## src/rtl/sdram_axi_master.sv

```systemverilog
// sdram_axi_master: single-outstanding bridge from a simple request/stream port to an AXI4 master
module sdram_axi_master #(
  parameter logic [3:0] AXI_ID = 4'h0
) (
  input  logic        clock,
  input  logic        reset,
  input  logic        req_valid,
  output logic        req_ready,
  input  logic        req_write,
  input  logic [31:0] req_addr,
  input  logic [7:0]  req_len,
  input  logic        wr_valid,
  output logic        wr_ready,
  input  logic [31:0] wr_data,
  input  logic [3:0]  wr_strb,
  output logic        rd_valid,
  input  logic        rd_ready,
  output logic [31:0] rd_data,
  output logic        rd_last,
  output logic        done_valid,
  output logic        done_err,
  output logic        out_awvalid,
  input  logic        out_awready,
  output logic [31:0] out_awaddr,
  output logic [3:0]  out_awid,
  output logic [7:0]  out_awlen,
  output logic [2:0]  out_awsize,
  output logic [1:0]  out_awburst,
  output logic        out_wvalid,
  input  logic        out_wready,
  output logic [31:0] out_wdata,
  output logic [3:0]  out_wstrb,
  output logic        out_wlast,
  input  logic        out_bvalid,
  output logic        out_bready,
  input  logic [1:0]  out_bresp,
  input  logic [3:0]  out_bid,
  output logic        out_arvalid,
  input  logic        out_arready,
  output logic [31:0] out_araddr,
  output logic [3:0]  out_arid,
  output logic [7:0]  out_arlen,
  output logic [2:0]  out_arsize,
  output logic [1:0]  out_arburst,
  input  logic        out_rvalid,
  output logic        out_rready,
  input  logic [31:0] out_rdata,
  input  logic [1:0]  out_rresp,
  input  logic        out_rlast,
  input  logic [3:0]  out_rid
);
  localparam logic [2:0] IDLE = 3'd0, AW = 3'd1, W = 3'd2, B = 3'd3, AR = 3'd4, R = 3'd5, DONE = 3'd6;
  logic [2:0]  state;
  logic [31:0] addr_q;
  logic [7:0]  len_q, cnt;
  logic        err;
  logic        in_w, in_r, at_last, hs_w, hs_r, r_bad;
  // Phase decode; every output is forced quiet while reset is held low
  always_comb begin
    in_w    = reset && state == W;
    in_r    = reset && state == R;
    at_last = cnt == len_q;
    hs_w    = in_w && wr_valid && out_wready;
    hs_r    = in_r && out_rvalid && rd_ready;
    r_bad   = out_rresp != 2'b00 || out_rid != AXI_ID || out_rlast != at_last;
  end
  assign req_ready   = reset && state == IDLE;
  assign out_awvalid = reset && state == AW;
  assign out_awaddr  = out_awvalid ? addr_q : '0;
  assign out_awlen   = out_awvalid ? len_q : '0;
  assign out_awid    = AXI_ID;
  assign out_awsize  = 3'b010;
  assign out_awburst = 2'b01;
  assign out_wvalid  = in_w && wr_valid;
  assign wr_ready    = in_w && out_wready;
  assign out_wdata   = in_w ? wr_data : '0;
  assign out_wstrb   = in_w ? wr_strb : '0;
  assign out_wlast   = in_w && at_last;
  assign out_bready  = reset && state == B;
  assign out_arvalid = reset && state == AR;
  assign out_araddr  = out_arvalid ? addr_q : '0;
  assign out_arlen   = out_arvalid ? len_q : '0;
  assign out_arid    = AXI_ID;
  assign out_arsize  = 3'b010;
  assign out_arburst = 2'b01;
  assign rd_valid    = in_r && out_rvalid;
  assign out_rready  = in_r && rd_ready;
  assign rd_data     = in_r ? out_rdata : '0;
  assign rd_last     = in_r && out_rlast;
  assign done_valid  = reset && state == DONE;
  assign done_err    = done_valid && err;
  // Transaction sequencer: accept, address, data beats, response, completion
  always_ff @(posedge clock) begin
    if (!reset) begin
      state  <= IDLE;
      addr_q <= '0;
      len_q  <= '0;
      cnt    <= '0;
      err    <= 1'b0;
    end else begin
      case (state)
        IDLE: if (req_valid) begin
          addr_q <= req_addr & ~32'h3;
          len_q  <= req_len;
          cnt    <= '0;
          err    <= 1'b0;
          state  <= req_write ? AW : AR;
        end
        AW: state <= out_awready ? W : AW;
        W: if (hs_w) begin
          cnt   <= cnt + 8'd1;
          state <= at_last ? B : W;
        end
        B: if (out_bvalid) begin
          err   <= err || out_bresp != 2'b00 || out_bid != AXI_ID;
          state <= DONE;
        end
        AR: state <= out_arready ? R : AR;
        R: if (hs_r) begin
          cnt   <= cnt + 8'd1;
          err   <= err || r_bad;
          state <= (out_rlast || at_last) ? DONE : R;
        end
        DONE: begin
          err   <= 1'b0;
          state <= IDLE;
        end
        default: state <= IDLE;
      endcase
    end
  end
endmodule

```

## config.mk

```make
export PLATFORM = sky130hd
export DESIGN_NAME = sdram_axi_master
export DESIGN_NICKNAME = d
export VERILOG_FILES = /design/src/rtl/sdram_axi_master.sv
export SDC_FILE = /design/constraint.sdc
export NUM_CORES = 1
export LEC_CHECK = 0
export BUFFER_PORTS_ARGS = -buffer_cell sky130_fd_sc_hd__buf_2
export CAP_MARGIN = 20
export CORE_AREA = 2 2 122 124
export CTS_CLUSTER_SIZE = 14
export DETAILED_ROUTE_END_ITERATION = 10
export DIE_AREA = 0 0 124 126
export GPL_ROUTABILITY_DRIVEN = 1
export SLEW_MARGIN = 10
export SYNTH_ARGS = -nofsm -noshare
export SYNTH_HDL_FRONTEND = slang
export SYNTH_SLANG_ARGS = --single-unit
export TNS_END_PERCENT = 1
```

## constraint.sdc

```tcl
create_clock -name clock -period 2.4 [get_ports clock]
set_clock_uncertainty 0.1 [all_clocks]
set_input_delay 0.6 -clock clock [delete_from_list [all_inputs] [get_ports clock]]
set_output_delay 0.6 -clock clock [all_outputs]
set_load 0.1 [all_outputs]
```

==> metrics.txt <==
status finished, violations left; failing checks negative setup slack; Sink Count 50; P_leak 3.600 nW; Worst Setup SP cnt[2]$_SDFFE_PN0P_; Max Cap Violations 0; Reg clk slew, reported paths 0.07 ns; Hold Path Class reg -> reg; fmax a little over 0.4 GHz; antenna violations before repair 1; Area Overhead vs Synth 120.5%; Longest Clk Path Bufs 2; DP Area ~0.0077 mm2; placer congestion estimate 0.8355; worst-path maximum fanout 2; CTS Root Cell clkbuf_16; Worst VDD drop 0.0003703 V; Die X between 100 and 150 um; critical path's slowest cell dfxtp_4; hold_buf cts 0; DRT Pass-1 Iters 4; cell area after synthesis 0.003601 mm2; DIE AREA 0.01562 mm2; R2R Setup Slk 0.01 ns; post-synth top area share 0.2780; initial drt markers 140; Slew Limit Fails 0; Fin. Hold Viols 0; H-tree Lvls 2; ant diodes 0; vias 4270; Critical Path RT 1.70 ns; part of the cycle the worst path needs 1.023; Worst Hold Path Cells 2; Yosys warning count 0; # IOs 310; post-route cell area 0.007939 mm2; num rows 44; Most used DFF post-synth dfxtp_1; Worst R2R Path Depth 9; Synth Register Bits 50; critical path startpoint category flop; grt total ovfl 0; Routed Wire Length 14890 um; share of cells above drive strength 1 0.4845; most common cell after layout, fill and taps aside buf_12; drt wl/cell 15.54 um; number of distinct library cells after synthesis between 40 and 50; final setup margin -0.05506 ns; Worst path max stage delay 0.35 ns; core area 0.01431 mm2; Hold Startpoint addr_q[12]$_SDFFE_PN0P_; Worst EP arrival 1.76 ns; area leader, netlist dfxtp_1; RSZ-0062 raised after global routing yes; CTS Buf Count 5; most frequent cells in the layout 160 x buf_12, 129 x buf_2, 91 x and2_1; effective utilization at floorplan 0.2516; CP Cell Sequence xor2_1, nor4_2, buf_4, nand2_4, buf_6, nor2_4, buf_12; Final setup viols 1; vias per cell 4.457; storage element area 0.001011 mm2; cell count after synthesis 486; Post-synth EDFFs 0; CTS tree yes; Die Ht 126 um; Routed Antenna Nets 0; All-Layer GR Usage 0.1796; vias in the first global route 4097; Tot Pwr 0.005066 W; Final nets between 900 and 1000; fillers 1256; Mapped Avg Cell Area 7.409 um2; worst-skew pair later-pin latency 0.28 ns; Worst Setup End Kind primary output; FF-to-FF End err$_SDFFE_PN0P_; largest net degree at the start of global routing 53; drt drc 0; post-route minimum period between 2 and 2.5 ns; Async SR Flop Fraction 0; first-pass GRT wire length 21760 um; Power Density approximately 640 mW/mm2; Setup CP Type reg -> out; register area share after synthesis 0.2780; Detail Placement HPWL between 10000 and 15000 um; footprint of the multi-input gates 0.002451 mm2; worst r2r src cnt[2]$_SDFFE_PN0P_; port bufs 285; Worst Hold Endpoint addr_q[12]$_SDFFE_PN0P_; largest cells by area after synthesis dfxtp_1 28%, and2_1 19%, nand2_1 9.3%
[area by class of cell]
class | instances | share of cell area
inverter | 3 | 0.001418
sequential | 50 | 0.1273
multi-input combinational | 392 | 0.3087
tap | 184 | 0.02900
timing repair buffer | 321 | 0.5155
clock buffer | 6 | 0.01623
clock inverter | 2 | 0.001734
[logic make-up (layout without fill, tap and decap cells)]
| group | after synthesis | after routing | share of synthesized area |
|---|---|---|---|
| xor+xnor | 9 | 9 | 0.02189 |
| fa+ha+maj | 2 | 2 | 0.006948 |
| flops | 50 | 50 | 0.2780 |
| buf+inv | 64 | 332 | 0.09764 |
| simple gates | 289 | 289 | 0.4423 |
| mux | 1 | 1 | 0.002780 |
| compound gates | 69 | 69 | 0.1484 |
| other cells | 2 | 22 | 0.002086 |
[worst max-delay path by stage]
stage	end	slack, ns	cells past startpoint
2_1_floorplan	out_bready	-0.33	4
3_3_place_gp	err$_SDFFE_PN0P_	-0.22	9
3_5_place_dp	err$_SDFFE_PN0P_	-0.26	9
4_1_cts	out_wlast	-0.09	7
5_1_grt	out_wlast	-0.14	7
6_report	out_wlast	-0.06	7
[repair_timing]
item	CTS	global route
gates resized for setup	12	8
setup endpoints to repair	112	106
setup buffers	1	0
pin swaps	6	0
[flip-flops by register name (all words and copies together), names as in the netlist]
| name | count |
|---|---|
| cnt | 8 |
| err | 1 |
| len_q | 8 |
| state | 3 |
| addr_q | 30 |
[layer usage]
| layer | track usage | up-vias | wire length (um) |
|---|---|---|---|
| met1 | 0.1855 | 1970 | 5399 |
| met2 | 0.3462 | 157 | 7936 |
| met4 | 0.03305 | 2 | 212 |
| met3 | 0.06159 | 12 | 1329 |
| li1 | - | 2129 | - |
| met5 | 0 | - | 13 |
[cells in the mapped netlist, types with 3 or more instances]
library cell  number
nand2b_1           5
buf_2             10
nand3_1            6
dfxtp_1           50
and3_1            44
nor2b_1            3
o21ai_0            6
o221a_2            3
o32ai_1            3
and2_1           112
nor2_1             9
xor2_1             9
clkbuf_1          25
a211oi_1           3
a21boi_0          39
nand2_1           89
inv_1              3
buf_4             24
o211ai_1           3
nor4_1             4
[worst max-delay path: cells and delay by family (launching register included)]
| family | cells | cell delay [ns] |
|---|---|---|
| simple gates | 3 | 0.48 |
| flops | 1 | 0.35 |
| buf+inv | 3 | 0.49 |
| xor+xnor | 1 | 0.15 |
[stage by stage]
step           TNS [ns]  setup WS, ns  cells  hold slack [ns]  utilization
6_report       -0.05506      -0.05506    958           0.3680       0.5546
5_1_grt         -0.4643       -0.1368    958           0.3861       0.5546
4_1_cts         -0.1876      -0.09180    958           0.3716       0.5529
3_5_place_dp    -0.2603       -0.2603    949           0.3620       0.5388
3_3_place_gp    -0.2234       -0.2234    949           0.3554       0.5388
2_1_floorplan    -28.15       -0.3253    506           0.3472            -
[where the power goes]
part	internal [W]	total [W]	switching (W)
sequential	0.000993	0.00111	0.000122
combinational	0.00115	0.00325	0.00210
clock	0.000388	0.000702	0.000314
Power figures use the tool's default switching activity.
